[src/rtl/mezclador_bandas_if.sv]
`default_nettype none
// ---------------------------------------------------------------------------
// mezclador_bandas_if: band samples, gains and mixed-sample result bus
// Rev 1.0
// ---------------------------------------------------------------------------
interface mezclador_bandas_if #(
  parameter int DATA_W = 23,
  parameter int GAIN_W = 8
);
  logic                     enable;
  logic signed [DATA_W-1:0] Data_In_bajos;
  logic signed [DATA_W-1:0] Data_In_medios;
  logic signed [DATA_W-1:0] Data_In_altos;
  logic        [GAIN_W-1:0] Gain_bajos;
  logic        [GAIN_W-1:0] Gain_medios;
  logic        [GAIN_W-1:0] Gain_altos;
  logic signed [DATA_W-1:0] Data_Out;
  logic                     Data_Valid;
  logic                     Busy;
  logic                     Sat_Flag;

  modport master (
    output enable, Data_In_bajos, Data_In_medios, Data_In_altos,
           Gain_bajos, Gain_medios, Gain_altos,
    input  Data_Out, Data_Valid, Busy, Sat_Flag
  );

  modport slave (
    input  enable, Data_In_bajos, Data_In_medios, Data_In_altos,
           Gain_bajos, Gain_medios, Gain_altos,
    output Data_Out, Data_Valid, Busy, Sat_Flag
  );
endinterface
`default_nettype wire

[src/rtl/mezclador_bandas.sv]
`default_nettype none
// ---------------------------------------------------------------------------
// mezclador_bandas: three-band gain/mix stage, one shared multiplier, saturating
// Rev 1.0
// ---------------------------------------------------------------------------
module mezclador_bandas #(
  parameter int DATA_W    = 23,
  parameter int GAIN_W    = 8,
  parameter int GAIN_FRAC = 6,
  parameter int ACC_W     = 34
) (
  input  logic               clock_In,
  input  logic               Reset,
  mezclador_bandas_if.slave  bus
);
  localparam int c_prod_w = DATA_W + GAIN_W + 1;

  localparam logic signed [ACC_W-1:0] c_max =
    {{(ACC_W-DATA_W+1){1'b0}}, {(DATA_W-1){1'b1}}};
  localparam logic signed [ACC_W-1:0] c_min =
    {{(ACC_W-DATA_W+1){1'b1}}, {(DATA_W-1){1'b0}}};

  typedef enum logic [2:0] {
    S_IDLE  = 3'd0,
    S_MUL_B = 3'd1,
    S_MUL_M = 3'd2,
    S_MUL_A = 3'd3,
    S_SAT   = 3'd4
  } state_t;

  state_t r_state;
  state_t w_state_next;
  logic   w_busy;

  logic signed [DATA_W-1:0]   r_smp_b, r_smp_m, r_smp_a;
  logic        [GAIN_W-1:0]   r_gain_b, r_gain_m, r_gain_a;
  logic signed [ACC_W-1:0]    r_acc;
  logic signed [DATA_W-1:0]   r_data_out;
  logic                       r_valid;
  logic                       r_sat;

  logic signed [DATA_W-1:0]   w_smp;
  logic        [GAIN_W-1:0]   w_gain;
  logic signed [c_prod_w-1:0] w_smp_x;
  logic signed [c_prod_w-1:0] w_gain_x;
  logic signed [c_prod_w-1:0] w_prod;
  logic signed [ACC_W-1:0]    w_prod_ext;
  logic signed [ACC_W-1:0]    w_shift;
  logic                       w_hi;
  logic                       w_lo;

  always_ff @(posedge clock_In) begin
    if (Reset) r_state <= S_IDLE;
    else       r_state <= w_state_next;
  end

  always_comb begin
    w_state_next = r_state;
    w_busy       = 1'b1;
    case (r_state)
      S_IDLE: begin
        w_busy = 1'b0;
        if (bus.enable) w_state_next = S_MUL_B;
      end
      S_MUL_B: w_state_next = S_MUL_M;
      S_MUL_M: w_state_next = S_MUL_A;
      S_MUL_A: w_state_next = S_SAT;
      S_SAT:   w_state_next = S_IDLE;
      default: begin
        w_state_next = S_IDLE;
        w_busy       = 1'b0;
      end
    endcase
  end

  // The multiplier is shared: the state selects which latched band feeds it.
  always_comb begin
    w_smp  = r_smp_b;
    w_gain = r_gain_b;
    case (r_state)
      S_MUL_M: begin
        w_smp  = r_smp_m;
        w_gain = r_gain_m;
      end
      S_MUL_A: begin
        w_smp  = r_smp_a;
        w_gain = r_gain_a;
      end
      default: ;
    endcase
  end

  assign w_smp_x    = {{(c_prod_w-DATA_W){w_smp[DATA_W-1]}}, w_smp};
  assign w_gain_x   = {{(c_prod_w-GAIN_W){1'b0}}, w_gain};
  assign w_prod     = w_smp_x * w_gain_x;
  assign w_prod_ext = {{(ACC_W-c_prod_w){w_prod[c_prod_w-1]}}, w_prod};

  // Arithmetic shift drops the Q2.6 fraction, rounding toward minus infinity.
  assign w_shift = r_acc >>> GAIN_FRAC;
  assign w_hi    = (w_shift > c_max);
  assign w_lo    = (w_shift < c_min);

  always_ff @(posedge clock_In) begin
    if (Reset) begin
      r_smp_b    <= '0;
      r_smp_m    <= '0;
      r_smp_a    <= '0;
      r_gain_b   <= '0;
      r_gain_m   <= '0;
      r_gain_a   <= '0;
      r_acc      <= '0;
      r_data_out <= '0;
      r_valid    <= 1'b0;
      r_sat      <= 1'b0;
    end else begin
      r_valid <= 1'b0;
      case (r_state)
        S_IDLE: begin
          if (bus.enable) begin
            r_smp_b  <= bus.Data_In_bajos;
            r_smp_m  <= bus.Data_In_medios;
            r_smp_a  <= bus.Data_In_altos;
            r_gain_b <= bus.Gain_bajos;
            r_gain_m <= bus.Gain_medios;
            r_gain_a <= bus.Gain_altos;
            r_acc    <= '0;
          end
        end
        S_MUL_B, S_MUL_M, S_MUL_A: r_acc <= r_acc + w_prod_ext;
        S_SAT: begin
          r_valid <= 1'b1;
          r_sat   <= w_hi | w_lo;
          if (w_hi)      r_data_out <= c_max[DATA_W-1:0];
          else if (w_lo) r_data_out <= c_min[DATA_W-1:0];
          else           r_data_out <= w_shift[DATA_W-1:0];
        end
        default: ;
      endcase
    end
  end

  assign bus.Data_Out   = r_data_out;
  assign bus.Data_Valid = r_valid;
  assign bus.Busy       = w_busy;
  assign bus.Sat_Flag   = r_sat;
endmodule
`default_nettype wire

[src/flat_wrapper.sv]
// flat-port wrapper written by rule: the top's interface ports become plain ports
module mezclador_bandas_flat 
#(
  parameter int DATA_W    = 23,
  parameter int GAIN_W    = 8,
  parameter int GAIN_FRAC = 6,
  parameter int ACC_W     = 34
)
  (clock_In, Reset, bus_enable, bus_Data_In_bajos, bus_Data_In_medios, bus_Data_In_altos, bus_Gain_bajos, bus_Gain_medios, bus_Gain_altos, bus_Data_Out, bus_Data_Valid, bus_Busy, bus_Sat_Flag);
  mezclador_bandas_if #(.DATA_W(DATA_W), .GAIN_W(GAIN_W)) bus_i ();
  input  logic clock_In;
  input  logic Reset;
  input wire logic [$bits(bus_i.enable)-1:0] bus_enable;
  input wire logic [$bits(bus_i.Data_In_bajos)-1:0] bus_Data_In_bajos;
  input wire logic [$bits(bus_i.Data_In_medios)-1:0] bus_Data_In_medios;
  input wire logic [$bits(bus_i.Data_In_altos)-1:0] bus_Data_In_altos;
  input wire logic [$bits(bus_i.Gain_bajos)-1:0] bus_Gain_bajos;
  input wire logic [$bits(bus_i.Gain_medios)-1:0] bus_Gain_medios;
  input wire logic [$bits(bus_i.Gain_altos)-1:0] bus_Gain_altos;
  output wire logic [$bits(bus_i.Data_Out)-1:0] bus_Data_Out;
  output wire logic [$bits(bus_i.Data_Valid)-1:0] bus_Data_Valid;
  output wire logic [$bits(bus_i.Busy)-1:0] bus_Busy;
  output wire logic [$bits(bus_i.Sat_Flag)-1:0] bus_Sat_Flag;
  assign bus_i.enable = bus_enable;
  assign bus_i.Data_In_bajos = bus_Data_In_bajos;
  assign bus_i.Data_In_medios = bus_Data_In_medios;
  assign bus_i.Data_In_altos = bus_Data_In_altos;
  assign bus_i.Gain_bajos = bus_Gain_bajos;
  assign bus_i.Gain_medios = bus_Gain_medios;
  assign bus_i.Gain_altos = bus_Gain_altos;
  assign bus_Data_Out = bus_i.Data_Out;
  assign bus_Data_Valid = bus_i.Data_Valid;
  assign bus_Busy = bus_i.Busy;
  assign bus_Sat_Flag = bus_i.Sat_Flag;
  mezclador_bandas #(.DATA_W(DATA_W), .GAIN_W(GAIN_W), .GAIN_FRAC(GAIN_FRAC), .ACC_W(ACC_W)) u_core (.clock_In(clock_In), .Reset(Reset), .bus(bus_i));
endmodule
[config.mk]
export PLATFORM = sky130hd
export DESIGN_NAME = mezclador_bandas_flat
export DESIGN_NICKNAME = d
export VERILOG_FILES = /design/src/rtl/mezclador_bandas_if.sv /design/src/rtl/mezclador_bandas.sv /design/src/flat_wrapper.sv
export SDC_FILE = /design/constraint.sdc
export NUM_CORES = 1
export LEC_CHECK = 0
export BUFFER_PORTS_ARGS = -buffer_cell sky130_fd_sc_hd__buf_2
export CAP_MARGIN = 20
export CORE_MARGIN = 10
export CORE_UTILIZATION = 54
export DETAILED_ROUTE_END_ITERATION = 16
export PLACE_DENSITY = 0.72
export SYNTH_ARGS = -nofsm -noshare
export SYNTH_HDL_FRONTEND = slang
export SYNTH_SLANG_ARGS = --single-unit
[constraint.sdc]
create_clock -name clock_In -period 11.01 [get_ports clock_In]
set_input_delay 1.101 -clock clock_In [delete_from_list [all_inputs] [get_ports clock_In]]
set_output_delay 1.101 -clock clock_In [all_outputs]
set_load 0.01 [all_outputs]
=== Word level (Yosys, flattened, before mapping) ===
Cells that the tools add are included.

* Register bits: 155
* RAM bits: 0
* Memories kept: 0
* Latch bits: 0
* Word-level logic and storage cells: 37
* Bits of input ports: 96
* ROM bits: 0
* Output and inout bits: 26

* Bitwise gates (word level): 1
* Reduce and logical (&&, ||, !) cells: 6
* Shift operators: 0
* Magnitude comparators: 2
* Muxes and demuxes: 10
* $mul: 1
* Equality and inequality tests: 5
* $add $sub $neg: 1
* Divide/modulo/power cells: 0

{| class="wikitable"
|+ Operators by type and width
! kind !! number
|-
| $pmux 34 s2 || 1
|-
| $mux 23 || 2
|-
| $pmux 23 s2 || 1
|-
| $add 34x32->34 || 1
|-
| $mux 34 || 1
|-
| $mul 23x9->32 || 1
|-
| $gt 28x23->1 const B || 1
|-
| $lt 28x23->1 const B || 1
|-
| $pmux 8 s2 || 1
|-
| $pmux 3 s4 || 1
|-
| $eq 3x2->1 const B || 2
|-
| $reduce_and 2->1 || 2
|-
| $reduce_or 4->1 || 1
|-
| $eq 3x1->1 const B || 1
|-
| $eq 3x3->1 const B || 1
|-
| $logic_not 3->1 || 1
|-
| $mux 3 || 1
|-
| $reduce_or 3->1 || 1
|-
| $mux 1 || 2
|-
| $ne 2x2->1 const B || 1
|-
| $reduce_bool 2->1 || 1
|-
| $or 1x1->1 || 1
|}

=== Depth between registers and ports, before layout ===
Gate-level depths: netlist of run 1.

* Word-level depth: 5
* Gate-level depth with buffers: 26
* Gate-level depth less buffers: 23

=== Worst setup path after synthesis of run 1 ===
Ideal clock, no wire load.

* Path kind: flip-flop to flip-flop
* Start: register u_core.r_state[1]
* End: register u_core.r_acc[33]
* Arrival time: 5.702 ns
* Required time: 10.893 ns
* Period minus slack after synthesis: 5.819 ns
* Library setup time: 0.117 ns
* Stages on the path, launching flop included: 24
* Path slack: 5.191 ns
* Path buffers: 4
* Cell sequence: dfxtp_1 -> nand2b_1 -> buf_2 -> buf_2 -> clkbuf_1 -> o21ai_0 -> nand2_1 -> fa_1 -> inv_1 -> fa_1 -> fa_1 -> fa_1 -> inv_1 -> fa_1 -> inv_1 -> ha_1 -> clkbuf_1 -> nand2_1 -> o21ai_0 -> a41oi_1 -> or3_1 -> a21oi_2 -> mux2i_1 -> nand2_1

* Word-level cells in the longest chain between the ends: 5
* Elaborated cells on any way between the ends: 13
* Classes of those cells: add/sub (1); mul (1); eq/ne (4); mux (3); reduce/logical (4)

{| class="wikitable"
|+ Ends and longest elaborated chain
! what !! RTL line !! source
|-
| from (decl) || mezclador_bandas.sv:31 || <nowiki>state_t r_state;</nowiki>
|-
| from (signal assigned) || mezclador_bandas.sv:54 || <nowiki>else r_state <= w_state_next;</nowiki>
|-
| $eq 3x2->1 || mezclador_bandas.sv:80, mezclador_bandas.sv:117 ||
|-
| $pmux 23 s2 or $pmux 8 s2 (tied branches) || mezclador_bandas.sv:80 || <nowiki>case (r_state)</nowiki>
|-
| $mul 23x9->32 || mezclador_bandas.sv:95 || <nowiki>assign w_prod = w_smp_x * w_gain_x;</nowiki>
|-
| $add 34x32->34 || mezclador_bandas.sv:129 || <nowiki>S_MUL_B, S_MUL_M, S_MUL_A: r_acc <= r_acc + w_prod_ext;</nowiki>
|-
| $pmux 34 s2 || mezclador_bandas.sv:117 || <nowiki>case (r_state)</nowiki>
|-
| to (signal assigned) || mezclador_bandas.sv:129 ||
|-
| to (decl) || mezclador_bandas.sv:37 || <nowiki>logic signed [ACC_W-1:0] r_acc;</nowiki>
|}

Several ways; a longest one is shown, not always the timed one.
A chain may end at the register's enable or synchronous reset.

=== Worst setup path in the final report of run 1 ===
* Start: register u_core.r_state[2]
* End: register u_core.r_acc[30]

The elaborated chain is that of the path after synthesis.

==> results.sh, run 1 <==
export IMPL_status="completed"
export IMPL_worstPathArrival_ps=7520
export IMPL_reg2reg_depth=21
export IMPL_track_usage_pct=21.8
export IMPL_cts_hold_buf=0
export IMPL_drtPass1Iterations=5
export IMPL_fin_crit_sh_pct=65.8
export IMPL_drc=0
export IMPL_synth_fa_ha_area_share_pct=32.4
export IMPL_cts_made_buffers=17
export IMPL_grt_pass1_vias=11461
export IMPL_critPathCapture="u_core.r_acc[30]$_SDFFE_PP0P_"
export IMPL_start_util_pct=54.6
export IMPL_synth_edf_count=0
export IMPL_drtIter0Drc=924
export IMPL_synth_area_mm2=0.0137
export IMPL_cts_root_buf="clkbuf_16"
export IMPL_finish_utilization_pct=60.0
export IMPL_cp_max_fo=64
export IMPL_whs_ps=456
export IMPL_setup_viol=0
export IMPL_final_min_clock_period_ps=7240
export IMPL_dp_slack_ps=3860
export IMPL_n_antenna_cell=0
export IMPL_r2r_start="u_core.r_state[2]$_SDFFE_PP0P_"
export IMPL_synth_async_reset_ratio_pct=0
export IMPL_yosys_register_bits=155
export IMPL_die_w_um=179
export IMPL_io_buffers=121
export IMPL_fill_cells=2343
export IMPL_grt_max_degree=102
export IMPL_skew_ps=16.2
export IMPL_overflow=0
export IMPL_seq_area_mm2=0.00310
export IMPL_dr_total_vias=11508
export IMPL_vias_per_cell=5.44
export IMPL_timing_setup_tns_ps=0
export IMPL_layout_drive_gt1_share_pct=10.5
export IMPL_clk_pin_slew_ps=80
export IMPL_finalWeightedCongestion=0.906
export IMPL_peakVddDrop_mv=0.108
export IMPL_fp_dieH_um=179
export IMPL_yosysSeqAreaShare_pct=22.6
export IMPL_syn_nets=2053
export IMPL_syn_area_per_cell_um2=8.03
export IMPL_clock_fmax_ghz=0.138
export IMPL_cap_violations=0
export IMPL_clkLatencyLatePin_ps=430
export IMPL_htree_levels=4
export IMPL_totalWireLength_mm=34.6
export IMPL_syn_to_final_growth_pct=9.89
export IMPL_grt_setup_unrepaired="false"
export IMPL_holdCritStartpoint="u_core.r_smp_m[0]$_SDFFE_PP0P_"
export IMPL_cts_buffer_depth=2
export IMPL_finalHoldViolations=0
export IMPL_crit_type="reg2reg"
export IMPL_wl_per_cell_um=16.3
export IMPL_layout_common_cells="nand2_1 (367), inv_1 (244), fa_1 (176)"
export IMPL_synth_xor_xnor_area_share_pct=1.92
export IMPL_drv_slew=0
export IMPL_place_area_mm2=0.0145
export IMPL_synthSimpleGateAreaFrac_pct=17.9
export IMPL_ios=122
export IMPL_hpwl_mm=26.9
export IMPL_synth_mux_area_fraction_pct=2.55
export IMPL_synth_top_family_by_area="adder cells"
export IMPL_cts_tree="built"
export IMPL_fin_nets=2117
export IMPL_design_area_mm2=0.0151
export IMPL_cp_startpoint="u_core.r_state[2]$_SDFFE_PP0P_"
export IMPL_max_slew_margin_pct=25.2
export IMPL_final_common_cell="nand2_1"
export IMPL_powerDensity_mw_per_mm2=116
export IMPL_cts_resized=0
export IMPL_crit_required_ps=11290
export IMPL_multi_input_area_mm2=0.00932
export IMPL_r2r_setup_slack_ps=3770
export IMPL_fin_ws_ps=3770
export IMPL_p_leak_nw=7.19
export IMPL_synth_compound_area_share_pct=13.1
export IMPL_antenna_found_initial=0
export IMPL_tightest_slew_ps=1120
export IMPL_rows=58
export IMPL_coreArea_mm2=0.0251
export IMPL_crit_path_end_kind="flip-flop"
export IMPL_ys_types=63
export IMPL_cp_start_kind="flip-flop"
export IMPL_ys_warn_count=0
export IMPL_synth_ff_type="dfxtp_1"
export IMPL_cts_setup_buffers=0
export IMPL_final_antenna_net_count=0
export IMPL_grt_pass1_wl_mm=56.8
export IMPL_cts_sinks=155
export IMPL_r2r_end="u_core.r_acc[30]$_SDFFE_PP0P_"
export IMPL_syn_inst=1708
export IMPL_hp_class="reg2reg"
export IMPL_dieArea_mm2=0.0322
[registers in the layout, indices dropped and copies added, names as in the netlist]
| signal | count |
|---|---|
| u_core.bus.Sat_Flag | 1 |
| u_core.bus.Data_Valid | 1 |
| u_core.r_state | 3 |
| u_core.r_gain_m | 8 |
| u_core.r_acc | 34 |
| u_core.r_smp_b | 23 |
| u_core.r_gain_a | 8 |
| u_core.r_gain_b | 8 |
| u_core.r_smp_a | 23 |
| u_core.bus.Data_Out | 23 |
| u_core.r_smp_m | 23 |
[worst max-delay path, stage by stage (launching register included)]
cell	delay (ps)
dfxtp_1	640
nand2b_2	380
buf_4	520
nand2_1	140
o21ai_1	560
nand2_1	170
fa_1	540
inv_1	40
fa_1	460
fa_1	520
fa_1	560
inv_1	60
fa_1	490
inv_1	40
ha_1	390
a21oi_1	260
o21ai_0	160
a221oi_1	400
nand3_1	250
a21oi_1	220
xor2_1	160
o21ai_1	70
[worst min path at each step]
stage,slack [ps],cells past startpoint,end
floorplan,430,2,u_core.r_acc[28]$_SDFFE_PP0P_
global placement,440,2,u_core.r_smp_m[18]$_SDFFE_PP0P_
detailed placement,450,2,u_core.r_smp_m[5]$_SDFFE_PP0P_
CTS,460,2,u_core.r_smp_m[5]$_SDFFE_PP0P_
global route,470,2,u_core.r_smp_m[9]$_SDFFE_PP0P_
finish,460,2,u_core.r_smp_m[0]$_SDFFE_PP0P_
[synth_stat cells (3+ instances only)]
cell | count | share of area (%)
fa_1 | 176 | 26
ha_1 | 73 | 6.7
xor2_1 | 15 | 0.96
nand2_1 | 367 | 10
nor2_1 | 146 | 4.0
a21o_1 | 11 | 0.60
o21bai_1 | 4 | 0.22
buf_4 | 6 | 0.33
o211ai_1 | 3 | 0.16
a22oi_1 | 14 | 0.77
xnor2_1 | 15 | 0.96
or2_2 | 3 | 0.14
dfxtp_1 | 155 | 23
o21a_1 | 22 | 1.2
nor3_1 | 39 | 1.4
a221oi_1 | 3 | 0.19
buf_2 | 24 | 0.88
and3_1 | 4 | 0.18
nor2b_1 | 12 | 0.55
a21oi_1 | 155 | 5.7
nand4_1 | 7 | 0.32
inv_1 | 244 | 6.7
o21ai_1 | 17 | 0.62
clkbuf_1 | 57 | 1.6
mux2i_1 | 35 | 2.6
and2_1 | 3 | 0.14
a21oi_2 | 4 | 0.26
nand3_1 | 6 | 0.22
o21ai_0 | 44 | 1.6
[power by group]
part	switching [mW]	internal, mW	leakage (nW)
clock network	0.290	0.326	0.294
registers	0.0278	0.601	1.26
logic	0.334	0.170	5.63
total	0.652	1.10	7.19
[kinds of logic (layout without fill, tap and decap cells)]
| group | after synthesis | in the layout |
|---|---|---|
| AND/OR/NAND/NOR | 602 | 602 |
| buffers and inverters | 334 | 411 |
| AO/OA/AOI/OAI | 303 | 303 |
| adder cells (fa/ha/maj) | 249 | 249 |
| flip-flops | 155 | 155 |
| multiplexers | 35 | 35 |
| XOR/XNOR | 30 | 30 |
[area by class of cell]
| class | count | area share (%) |
|---|---|---|
| Tap cell | 330 | 2.74 |
| Timing Repair Buffer | 135 | 4.76 |
| Sequential cell | 155 | 20.6 |
| Clock inverter | 15 | 1.16 |
| Clock buffer | 17 | 2.82 |
| Inverter | 244 | 6.08 |
| Multi-Input combinational cell | 1219 | 61.8 |
[layer usage]
metal	global-route usage [%]	vias to the layer above	routed length (µm)
met5	0	-	0
met4	5.30	0	580
met3	2.85	43	1710
met2	38.4	309	18100
met1	27.7	5633	14200
li1	-	5523	-
[stage by stage]
step           cells  power (mW)
3_3_place_gp    2082        1.13
2_1_floorplan   1708        1.01
4_1_cts         2114        1.75
3_5_place_dp    2082        1.14
6_report        2115        1.75
5_1_grt         2115        1.85
(Power assumes the default switching activity.)
==> inputs of run 2 (changes only) <==
--- a/config.mk
+++ b/config.mk
@@ -10,7 +10,7 @@
 export CORE_MARGIN = 10
 export CORE_UTILIZATION = 54
 export DETAILED_ROUTE_END_ITERATION = 16
-export PLACE_DENSITY = 0.72
+export PLACE_DENSITY = 0.75
 export SYNTH_ARGS = -nofsm -noshare
 export SYNTH_HDL_FRONTEND = slang
 export SYNTH_SLANG_ARGS = --single-unit
==> constraint.sdc (replaced) <==
create_clock -name clock_In -period 6.5 [get_ports clock_In]
set_input_delay 0.65 -clock clock_In [delete_from_list [all_inputs] [get_ports clock_In]]
set_output_delay 0.65 -clock clock_In [all_outputs]
set_load 0.01 [all_outputs]
==> results.sh, run 2 (same netlist as run 1, synthesis figures left out) <==
export IMPL_status="completed"
export IMPL_dieArea_mm2=0.0322
export IMPL_cts_made_buffers=17
export IMPL_critPathMaxStageDelay_ps=550
export IMPL_tightest_slew_ps=1100
export IMPL_final_min_clock_period_ps=6120
export IMPL_hold_depth=3
export IMPL_finalHoldViolations=0
export IMPL_worstPathArrival_ps=6450
export IMPL_setup_viol=0
export IMPL_wl_per_cell_um=15.9
export IMPL_path_cells="nand2b_4 -> buf_4 -> o21ai_0 -> nand2_1 -> fa_1 -> inv_1 -> fa_1 -> fa_1 -> fa_1 -> inv_1 -> fa_1 -> inv_1 -> ha_1 -> nand4_4 -> nor3_1 -> a21boi_2 -> o21ba_2 -> o2111ai_1 -> a21o_1 -> a32o_1"
export IMPL_reg2reg_depth=20
export IMPL_clock_fmax_ghz=0.163
export IMPL_skew_ps=21.9
export IMPL_syn_to_final_growth_pct=12.2
export IMPL_cp_start_kind="flip-flop"
export IMPL_overflow=0
export IMPL_totalWireLength_mm=34.2
export IMPL_cp_num_buf_inv=4
export IMPL_fill_cells=2285
export IMPL_drtPass1Iterations=6
export IMPL_grt_pass1_wl_mm=56.7
export IMPL_multi_input_area_mm2=0.00932
export IMPL_io_buffers=121
export IMPL_holdCritStartpoint="bus_Gain_medios[1]"
export IMPL_cp_max_fo=29
export IMPL_cts_sinks=155
export IMPL_hp_class="in2reg"
export IMPL_htree_levels=4
export IMPL_whs_ps=430
export IMPL_coreArea_mm2=0.0251
export IMPL_layout_common_cells="nand2_1 (367), inv_1 (244), fa_1 (176)"
export IMPL_crit_type="reg2reg"
export IMPL_r2r_setup_slack_ps=380
export IMPL_drc=0
export IMPL_max_slew_margin_pct=26.8
export IMPL_drv_slew=0
export IMPL_r2r_start="u_core.r_state[2]$_SDFFE_PP0P_"
export IMPL_track_usage_pct=21.6
export IMPL_clk_pin_slew_ps=80
export IMPL_final_common_cell="nand2_1"
export IMPL_antenna_found_initial=0
export IMPL_layout_drive_gt1_share_pct=12.3
export IMPL_cts_root_buf="clkbuf_16"
export IMPL_clkLatencyLatePin_ps=450
export IMPL_crit_path_end_kind="flip-flop"
export IMPL_cts_tree="built"
export IMPL_finalWeightedCongestion=0.935
export IMPL_fin_crit_sh_pct=94.1
export IMPL_cts_hold_buf=0
export IMPL_worst_path_most_repeated_cell="fa_1"
export IMPL_grt_max_degree=103
export IMPL_grt_pass1_vias=11600
export IMPL_cts_buffer_depth=2
export IMPL_cp_top_family="adder cells"
export IMPL_cap_violations=0
export IMPL_path_depth=20
export IMPL_rows=58
export IMPL_largest_register_ffs=34
export IMPL_min_delay_worst_endpoint="u_core.r_gain_m[1]$_SDFFE_PP0P_"
export IMPL_powerDensity_mw_per_mm2=195
export IMPL_die_w_um=179
export IMPL_fp_dieH_um=179
export IMPL_ios=122
export IMPL_cts_setup_buffers=0
export IMPL_seq_area_mm2=0.00311
export IMPL_r2r_end="u_core.r_acc[31]$_SDFFE_PP0P_"
export IMPL_slowest_stage="fa_1"
export IMPL_vias_per_cell=5.38
export IMPL_grt_setup_unrepaired="false"
export IMPL_timing_setup_tns_ps=0
export IMPL_fin_nets=2153
export IMPL_regMostFlops="u_core.r_acc"
export IMPL_crit_required_ps=6830
export IMPL_hpwl_mm=27.3
export IMPL_start_util_pct=54.6
export IMPL_p_leak_nw=7.38
export IMPL_peakVddDrop_mv=0.196
export IMPL_final_antenna_net_count=0
export IMPL_dr_total_vias=11585
export IMPL_drtIter0Drc=866
[run 2: changes by cell type in the layout (fill, tap and decap cells not counted), moves of 2 or more]
cell,before,now
inv_6,3,0
clkinv_8,2,6
buf_12,0,2
buf_4,14,49
[run 2: area by class of cell]
| cell class | instances | area share [%] |
|---|---|---|
| Sequential cell | 155 | 20.2 |
| Tap cell | 330 | 2.68 |
| Clock buffer | 17 | 2.77 |
| Multi-Input combinational cell | 1219 | 60.6 |
| Timing Repair Buffer | 171 | 6.56 |
| Antenna cell | 1 | 0.0163 |
| Inverter | 244 | 5.95 |
| Clock inverter | 15 | 1.25 |
[run 2: tightest hold or removal path: cells and delay by family]
family,cells,cell delay [ps]
AOI/OAI and AO/OA,1,50
buffers and inverters,1,90
and+or+nand+nor,1,40
[run 2: through the flow]
stage / area (µm²) / setup slack (ps) / util [%] / std cells / power, mW
global placement: 14800 / 319 / 58.8 / 2119 / 1.95
global route: 15400 / 25.7 / 61.3 / 2151 / 3.17
CTS: 15400 / 133 / 61.2 / 2151 / 3.01
floorplan: 13700 / 681 / - / 1708 / 1.72
detailed placement: 14800 / 147 / 58.8 / 2119 / 1.97
finish: 15400 / 381 / 61.3 / 2152 / 3.00
[run 2: how the worst max path moves through the flow]
| stage | from | end |
|---|---|---|
| 2_1_floorplan | u_core.r_state[1]$_SDFFE_PP0P_ | u_core.r_acc[33]$_SDFFE_PP0P_ |
| 5_1_grt | u_core.r_state[2]$_SDFFE_PP0P_ | u_core.r_acc[26]$_SDFFE_PP0P_ |
| 4_1_cts | u_core.r_state[2]$_SDFFE_PP0P_ | u_core.r_acc[25]$_SDFFE_PP0P_ |
| 3_3_place_gp | u_core.r_state[2]$_SDFFE_PP0P_ | u_core.r_acc[26]$_SDFFE_PP0P_ |
| 3_5_place_dp | u_core.r_state[2]$_SDFFE_PP0P_ | u_core.r_acc[25]$_SDFFE_PP0P_ |
| 6_report | u_core.r_state[2]$_SDFFE_PP0P_ | u_core.r_acc[31]$_SDFFE_PP0P_ |
[run 2: where the power goes]
group / switching [mW] / internal (mW)
logic: 0.568 / 0.322
registers: 0.0487 / 1.02
clock network: 0.517 / 0.525
[run 2: timing repair]
item                                   in CTS  in global routing
setup endpoints to repair                   0                 12
endpoints found under the hold margin       0                  0
resized for setup                           0                  3
[run 2: routing by layer]
metal  track usage, %  vias to the layer above  wire, µm
met2             37.7                      317     18000
met4             6.97                        0       805
met5                0                        -         0
li1                 -                     5595         -
met3             3.73                       59      1740
met1             26.7                     5614     13700
